==> src/rtl/hazard_ctrl.sv <==
// hazard_ctrl: load-use stall, redirect flush and EX-operand forwarding control
// for a 5-stage pipeline, with a saturating stall-cycle counter.
`default_nettype none

module hazard_ctrl #(
  parameter int CNT_W = 32
) (
  input  logic             clk,
  input  logic             rst,
  input  logic             id_valid,
  input  logic [4:0]       id_rs1_addr,
  input  logic [4:0]       id_rs2_addr,
  input  logic [4:0]       id_rd_addr,
  input  logic             id_use_rs1,
  input  logic             id_use_rs2,
  input  logic             id_writeback_en,
  input  logic             id_is_load,
  input  logic             ex_redirect,
  input  logic             mem_stall,
  output logic             stall_if,
  output logic             stall_id,
  output logic             bubble_ex,
  output logic             flush_id,
  output logic [1:0]       fwd_rs1_sel,
  output logic [1:0]       fwd_rs2_sel,
  output logic [CNT_W-1:0] stall_cycles
);

  typedef struct packed {
    logic       valid;
    logic [4:0] rd;
    logic       wb_en;
    logic       is_load;
    logic [4:0] rs1;
    logic [4:0] rs2;
    logic       use_rs1;
    logic       use_rs2;
  } entry_t;

  localparam logic [1:0] SEL_RF  = 2'd0;
  localparam logic [1:0] SEL_MEM = 2'd1;
  localparam logic [1:0] SEL_WB  = 2'd2;

  entry_t ex_q;
  entry_t mem_q;
  entry_t wb_q;
  entry_t id_entry;
  logic   load_use;

  // x0 is hardwired, so an entry targeting it never produces a value to wait for.
  function automatic logic writer(input entry_t e, input logic [4:0] r);
    return e.valid && e.wb_en && (e.rd != 5'd0) && (e.rd == r);
  endfunction

  function automatic logic [1:0] fwd_sel(input logic use_r, input logic [4:0] r,
                                         input entry_t m, input entry_t w);
    if (use_r && writer(m, r))      return SEL_MEM;
    else if (use_r && writer(w, r)) return SEL_WB;
    else                            return SEL_RF;
  endfunction

  always_comb begin
    load_use = id_valid && ex_q.valid && ex_q.is_load &&
               ((writer(ex_q, id_rs1_addr) && id_use_rs1) ||
                (writer(ex_q, id_rs2_addr) && id_use_rs2));
  end

  always_comb begin
    stall_if  = 1'b0;
    stall_id  = 1'b0;
    bubble_ex = 1'b0;
    flush_id  = 1'b0;
    if (rst) begin
      stall_if  = 1'b0;
    end else if (mem_stall) begin
      stall_if  = 1'b1;
      stall_id  = 1'b1;
    end else if (ex_redirect) begin
      flush_id  = 1'b1;
      bubble_ex = 1'b1;
    end else if (load_use) begin
      stall_if  = 1'b1;
      stall_id  = 1'b1;
      bubble_ex = 1'b1;
    end
  end

  always_comb begin
    fwd_rs1_sel = SEL_RF;
    fwd_rs2_sel = SEL_RF;
    if (!rst && ex_q.valid) begin
      fwd_rs1_sel = fwd_sel(ex_q.use_rs1, ex_q.rs1, mem_q, wb_q);
      fwd_rs2_sel = fwd_sel(ex_q.use_rs2, ex_q.rs2, mem_q, wb_q);
    end
  end

  always_comb begin
    id_entry.valid   = id_valid && !bubble_ex;
    id_entry.rd      = id_rd_addr;
    id_entry.wb_en   = id_writeback_en;
    id_entry.is_load = id_is_load;
    id_entry.rs1     = id_rs1_addr;
    id_entry.rs2     = id_rs2_addr;
    id_entry.use_rs1 = id_use_rs1;
    id_entry.use_rs2 = id_use_rs2;
  end

  always_ff @(posedge clk) begin
    if (rst) begin
      ex_q         <= '0;
      mem_q        <= '0;
      wb_q         <= '0;
      stall_cycles <= '0;
    end else begin
      if (stall_id && (stall_cycles != {CNT_W{1'b1}}))
        stall_cycles <= stall_cycles + CNT_W'(1);
      if (!mem_stall) begin
        wb_q  <= mem_q;
        mem_q <= ex_q;
        ex_q  <= id_entry;
      end
    end
  end

endmodule

`default_nettype wire
==> config.mk <==
export PLATFORM = sky130hd
export DESIGN_NAME = hazard_ctrl
export DESIGN_NICKNAME = d
export VERILOG_FILES = /design/src/rtl/hazard_ctrl.sv
export SDC_FILE = /design/constraint.sdc
export NUM_CORES = 1
export LEC_CHECK = 0
export ABC_AREA = 1
export ABC_CLOCK_PERIOD_IN_PS = 1800
export CAP_MARGIN = 20
export CORE_AREA = 8 8 84 142
export DETAILED_ROUTE_END_ITERATION = 7
export DIE_AREA = 0 0 92 150
export GPL_ROUTABILITY_DRIVEN = 0
export PLACE_DENSITY = 0.75
export SETUP_SLACK_MARGIN = 0.5
export SLEW_MARGIN = 20
export SYNTH_ARGS = -nofsm -noshare
export SYNTH_HDL_FRONTEND = slang
export SYNTH_SLANG_ARGS = --single-unit
export TNS_END_PERCENT = 30
==> constraint.sdc <==
create_clock -name clk -period 1.8 [get_ports clk]
set_clock_uncertainty 0.15 [all_clocks]
set_input_delay 0.18 -clock clk [delete_from_list [all_inputs] [get_ports clk]]
set_output_delay 0.18 -clock clk [all_outputs]
set_load 0.02 [all_outputs]
# == Yosys cells after proc, flatten, opt, wreduce, memory -nomap -nowiden ==
# Index checks and enable logic that the tools add are counted.
# word_totals
ram_bits,0
input_bits,24
wordCells,69
latch_bits,0
register_bits,66
mem_bits_ro,0
n_memories,0
# classes
div,0
n_addsub,1
bitwise,0
n_reduce_logical,30
n_mul,0
eq_ne,7
order_cmp,0
shift,0
mux,16
# ops
cell,n
$add 32x1->32 const B,1
$ne 32x32->1 const B,1
$eq 5x5->1,6
$logic_and 1x1->1,24
$reduce_bool 5->1,3
$mux 2,6
$mux 1,10
$logic_not 1->1,2
$logic_or 1x1->1,1

# == Longest topological paths before layout ==
# logic_depth
ltp_word,12
ltp_mapped,12

# == Worst setup path before layout ==
# Ideal clock, no wire load.
# synth_timing
path_type,register to register
startpoint,register stall_cycles[0]
endpoint,register stall_cycles[16]
setup_ns,0.068
t_arrival_ns,1.867
required_ns,1.582
path_buffers,1
path_stages_with_launch,11
period_less_slack_ns,2.084
setup_slack_ns,-0.284
cell_sequence,dfxtp_1 > ha_1 > inv_2 > nor2_8 > nand4_2 > nor2_4 > nand4_4 > nand3_2 > buf_6 > nand2_1 > a21oi_2
# synth_via
elab_chain_len,2
word_cells_on_any_way,3
classes_between,add/sub (1); eq/ne (1); reduce/logical (1)
# synth_lines
element,line,rtl
from (decl),26,output logic [CNT_W-1:0] stall_cycles
from (signal assigned),116,stall_cycles <= stall_cycles + CNT_W'(1);
branches (longest 2 deep; another with $add 32x1->32),-,
# Several ways; the timed one is not identified.
# A chain may end at the register's enable or synchronous reset.

# == Worst setup path in the final report ==
# layout_timing
startpoint,register stall_cycles[16]
endpoint,register stall_cycles[19]
# The elaborated chain is that of the path after synthesis.

==> results.py <==
metrics = {
    "floorplan": {
        "dieWidth_um": 92,
        "start_util_pct": 38.6,
        "dieHeight_um": 150,
        "num_rows": 49,
        "dieArea_um2": 13800,
        "core_area_um2": 10100,
        "ioPinCount": 64,
    },
    "logic_synthesis": {
        "synth_cell_types": 36,
        "synth_area_per_cell_um2": 6.53,
        "netlist_instances": 594,
        "synth_edf_count": 0,
        "yosys-top-cells-area": "dfxtp_1 (34%), nand2_1 (15%), nor2_1 (8.4%), a21oi_1 (6.7%), nand4_1 (5.5%)",
        "yosys.area.top_type": "dfxtp_1",
        "yosysTopAreaCellShare_pct": 34.0,
        "yosys_warnings": 0,
        "yosys_most_used_dff": "dfxtp_1",
        "syn_area_um2": 3880,
        "synth.net_count": 619,
        "ys_seq_area_share_pct": 34.0,
        "async_flop_share_pct": 0,
        "ys_seq_elements": 66,
    },
    "global_route": {
        "use_met1_pct": 26.0,
        "antenna_found_initial": 0,
        "use_met2_pct": 47.3,
        "grt-busiest-layer": "met2",
        "use_met3_pct": 7.89,
        "overflow": 0,
        "grt_max_degree": 47,
        "grt_usage_pct": 27.1,
        "grt_pass1_wl_um": 28500,
        "first_global_vias": 5310,
    },
    "setup_path": {
        "cp-end-kind": "flop",
        "crit_family": "simple AND/OR/NAND/NOR gates",
        "cp_num_buf_inv": 0,
        "crit_fanout": 5,
        "crit_chain": "nand2_1 > nor2_1 > nand2_1 > nor2_1 > nand3b_1 > nand2_1 > nand4_1 > a21oi_2",
        "required_ns": 1.93,
        "cp-start-kind": "flop",
        "path_class": "reg2reg",
        "cp_slowest_cell": "dfxtp_2",
        "critPathMaxStageDelay_ns": 0.39,
        "path_common_cell": "nand2_1",
        "worstPathArrival_ns": 2.16,
    },
    "layout": {
        "fillers": 766,
        "drive_above_1_share_pct": 42.5,
        "syn2layout_area_growth_pct": 68.7,
        "antenna_cells": 0,
        "finish.utilization_pct": 65.1,
        "nets": 782,
        "final_common_cell": "nand2_1",
        "final_cell_mix": "nand2_1 (125), buf_4 (87), nor2_1 (63), nand2_2 (39), a21oi_1 (35)",
    },
    "timing": {
        "period_minus_slack_ns": 2.03,
        "grt_setup_unrepaired": "yes",
        "max_freq_mhz": 492,
        "tns_ns": -4.62,
        "finalCritPeriodShare_pct": 113,
        "worst_pin_slew_ns": 0.352,
        "setup_viol": 40,
        "fin_ws_ns": -0.234,
        "finalHoldViolCount": 0,
        "max_slew_margin_pct": 76.3,
        "slew_violations": 0,
    },
    "run_status": {
        "violations": "setup timing",
        "outcome": "finished with violations",
    },
    "clock_tree": {
        "clock_path_buffers": 2,
        "postCtsHoldBufs": 0,
        "cts_tree": "yes",
        "clock_latency_ns": 0.35,
        "cts_root_buf": "clkbuf_16",
        "cts_sinks": 66,
        "cts.reportedPaths.clkPinSlew_ns": 0.06,
        "cts_max_level": 3,
        "cts_buffers": 9,
    },
    "routing": {
        "drt-initial-drc-count": 493,
        "post_drt_wl_per_cell_um": 22.1,
        "via_per_inst": 5.99,
        "drc": 0,
        "dr.pass1.iters": 5,
        "via_count": 5324,
        "ant_nets": 0,
        "drt_wl_total_um": 19700,
    },
    "pwr": {
        "p_per_area_nw_per_um2": 645,
        "vdd_ir_drop_max_mv": 0.527,
        "p_leak_uw": 0.00281,
    },
    "place": {
        "dp_hpwl_um": 10500,
        "io_buffer_count": 63,
    },
    "job": {
        "drv_cap": 0,
    },
    "min_path": {
        "hold_class": "in2reg",
    },
}
==> path summary, 6_finish.rpt <==
kind	startpoint	to	slack (ns)	cells past startpoint
max	stall_cycles[16]	stall_cycles[19]	-0.23	8
max reg2reg	stall_cycles[16]	stall_cycles[19]	-0.23	8
min reg2reg	wb_q[18]	wb_q[18]	0.33	2
min	id_rs1_addr[1]	ex_q[8]	0.05	3
==> layout make-up <==
class | count | area (um2) | share of cell area, %
multi-input combinational | 460 | 2680 | 41.0
tap | 127 | 159 | 2.43
inverter | 40 | 160 | 2.45
timing repair buffer | 180 | 1820 | 27.8
sequential | 66 | 1400 | 21.3
clock buffer | 10 | 239 | 3.65
clock inverter | 6 | 90.1 | 1.38
==> synthesized netlist by cell type (all sizes together) (8+ instances only) <==
| master | n |
|---|---|
| xnor2 | 8 |
| xor2 | 19 |
| nand3 | 21 |
| clkbuf | 19 |
| nor2 | 91 |
| nand3b | 11 |
| o21ai | 36 |
| buf | 9 |
| dfxtp | 66 |
| nand2 | 167 |
| inv | 39 |
| a21oi | 54 |
| nand4 | 36 |
==> repair_timing <==
action,4_1_cts,5_1_grt
pin swaps,35,19
resized for setup,275,92
setup endpoints to repair,91,60
gates cloned,10,0
setup buffers,25,6
endpoints found under the hold margin,0,0
==> metrics by stage <==
step                total power [uW]  cell area (um2)  instances  hold slack (ns)  worst slack, ns
global route                    4340             6550        889           0.0994           -0.335
CTS                             4160             6240        883            0.294           -0.261
finish                          4220             6550        889           0.0519           -0.234
global placement                2060             5200        832            0.315           -0.644
detailed placement              2070             5200        832            0.330           -0.661
floorplan                       1840             3980        594            0.182           0.0762
==> where the power goes <==
| group | internal (uW) | leakage, uW | switching (uW) |
|---|---|---|---|
| logic | 357 | 0.00209 | 347 |
| clock network | 1250 | 0.000159 | 703 |
| registers | 1510 | 0.000559 | 58.5 |
==> layer usage <==
metal,share of wire [%],up-vias
met5,0,-
met2,51,416
met4,8.6,0
li1,-,2302
met3,8.7,147
met1,32,2459
==> tightest hold or removal path, cell delays in order <==
cell and delay [ns]:
dlymetal6s2s_1 0.13, o21ai_0 0.10, a21oi_1 0.10
==> sequential cells by signal (all words and copies together), names as in the netlist <==
name	flops
ex_q	20
mem_q	7
stall_cycles	32
wb_q	7
==> cells by family after synthesis <==
kind of cell | Yosys count | share of synthesized area (%)
buf+inv | 68 | 7.35
flops | 66 | 34.0
compound gates | 94 | 12.6
simple gates | 338 | 39.6
xor+xnor | 27 | 6.09
fa+ha+maj | 1 | 0.322
(Power assumes the default switching activity.)
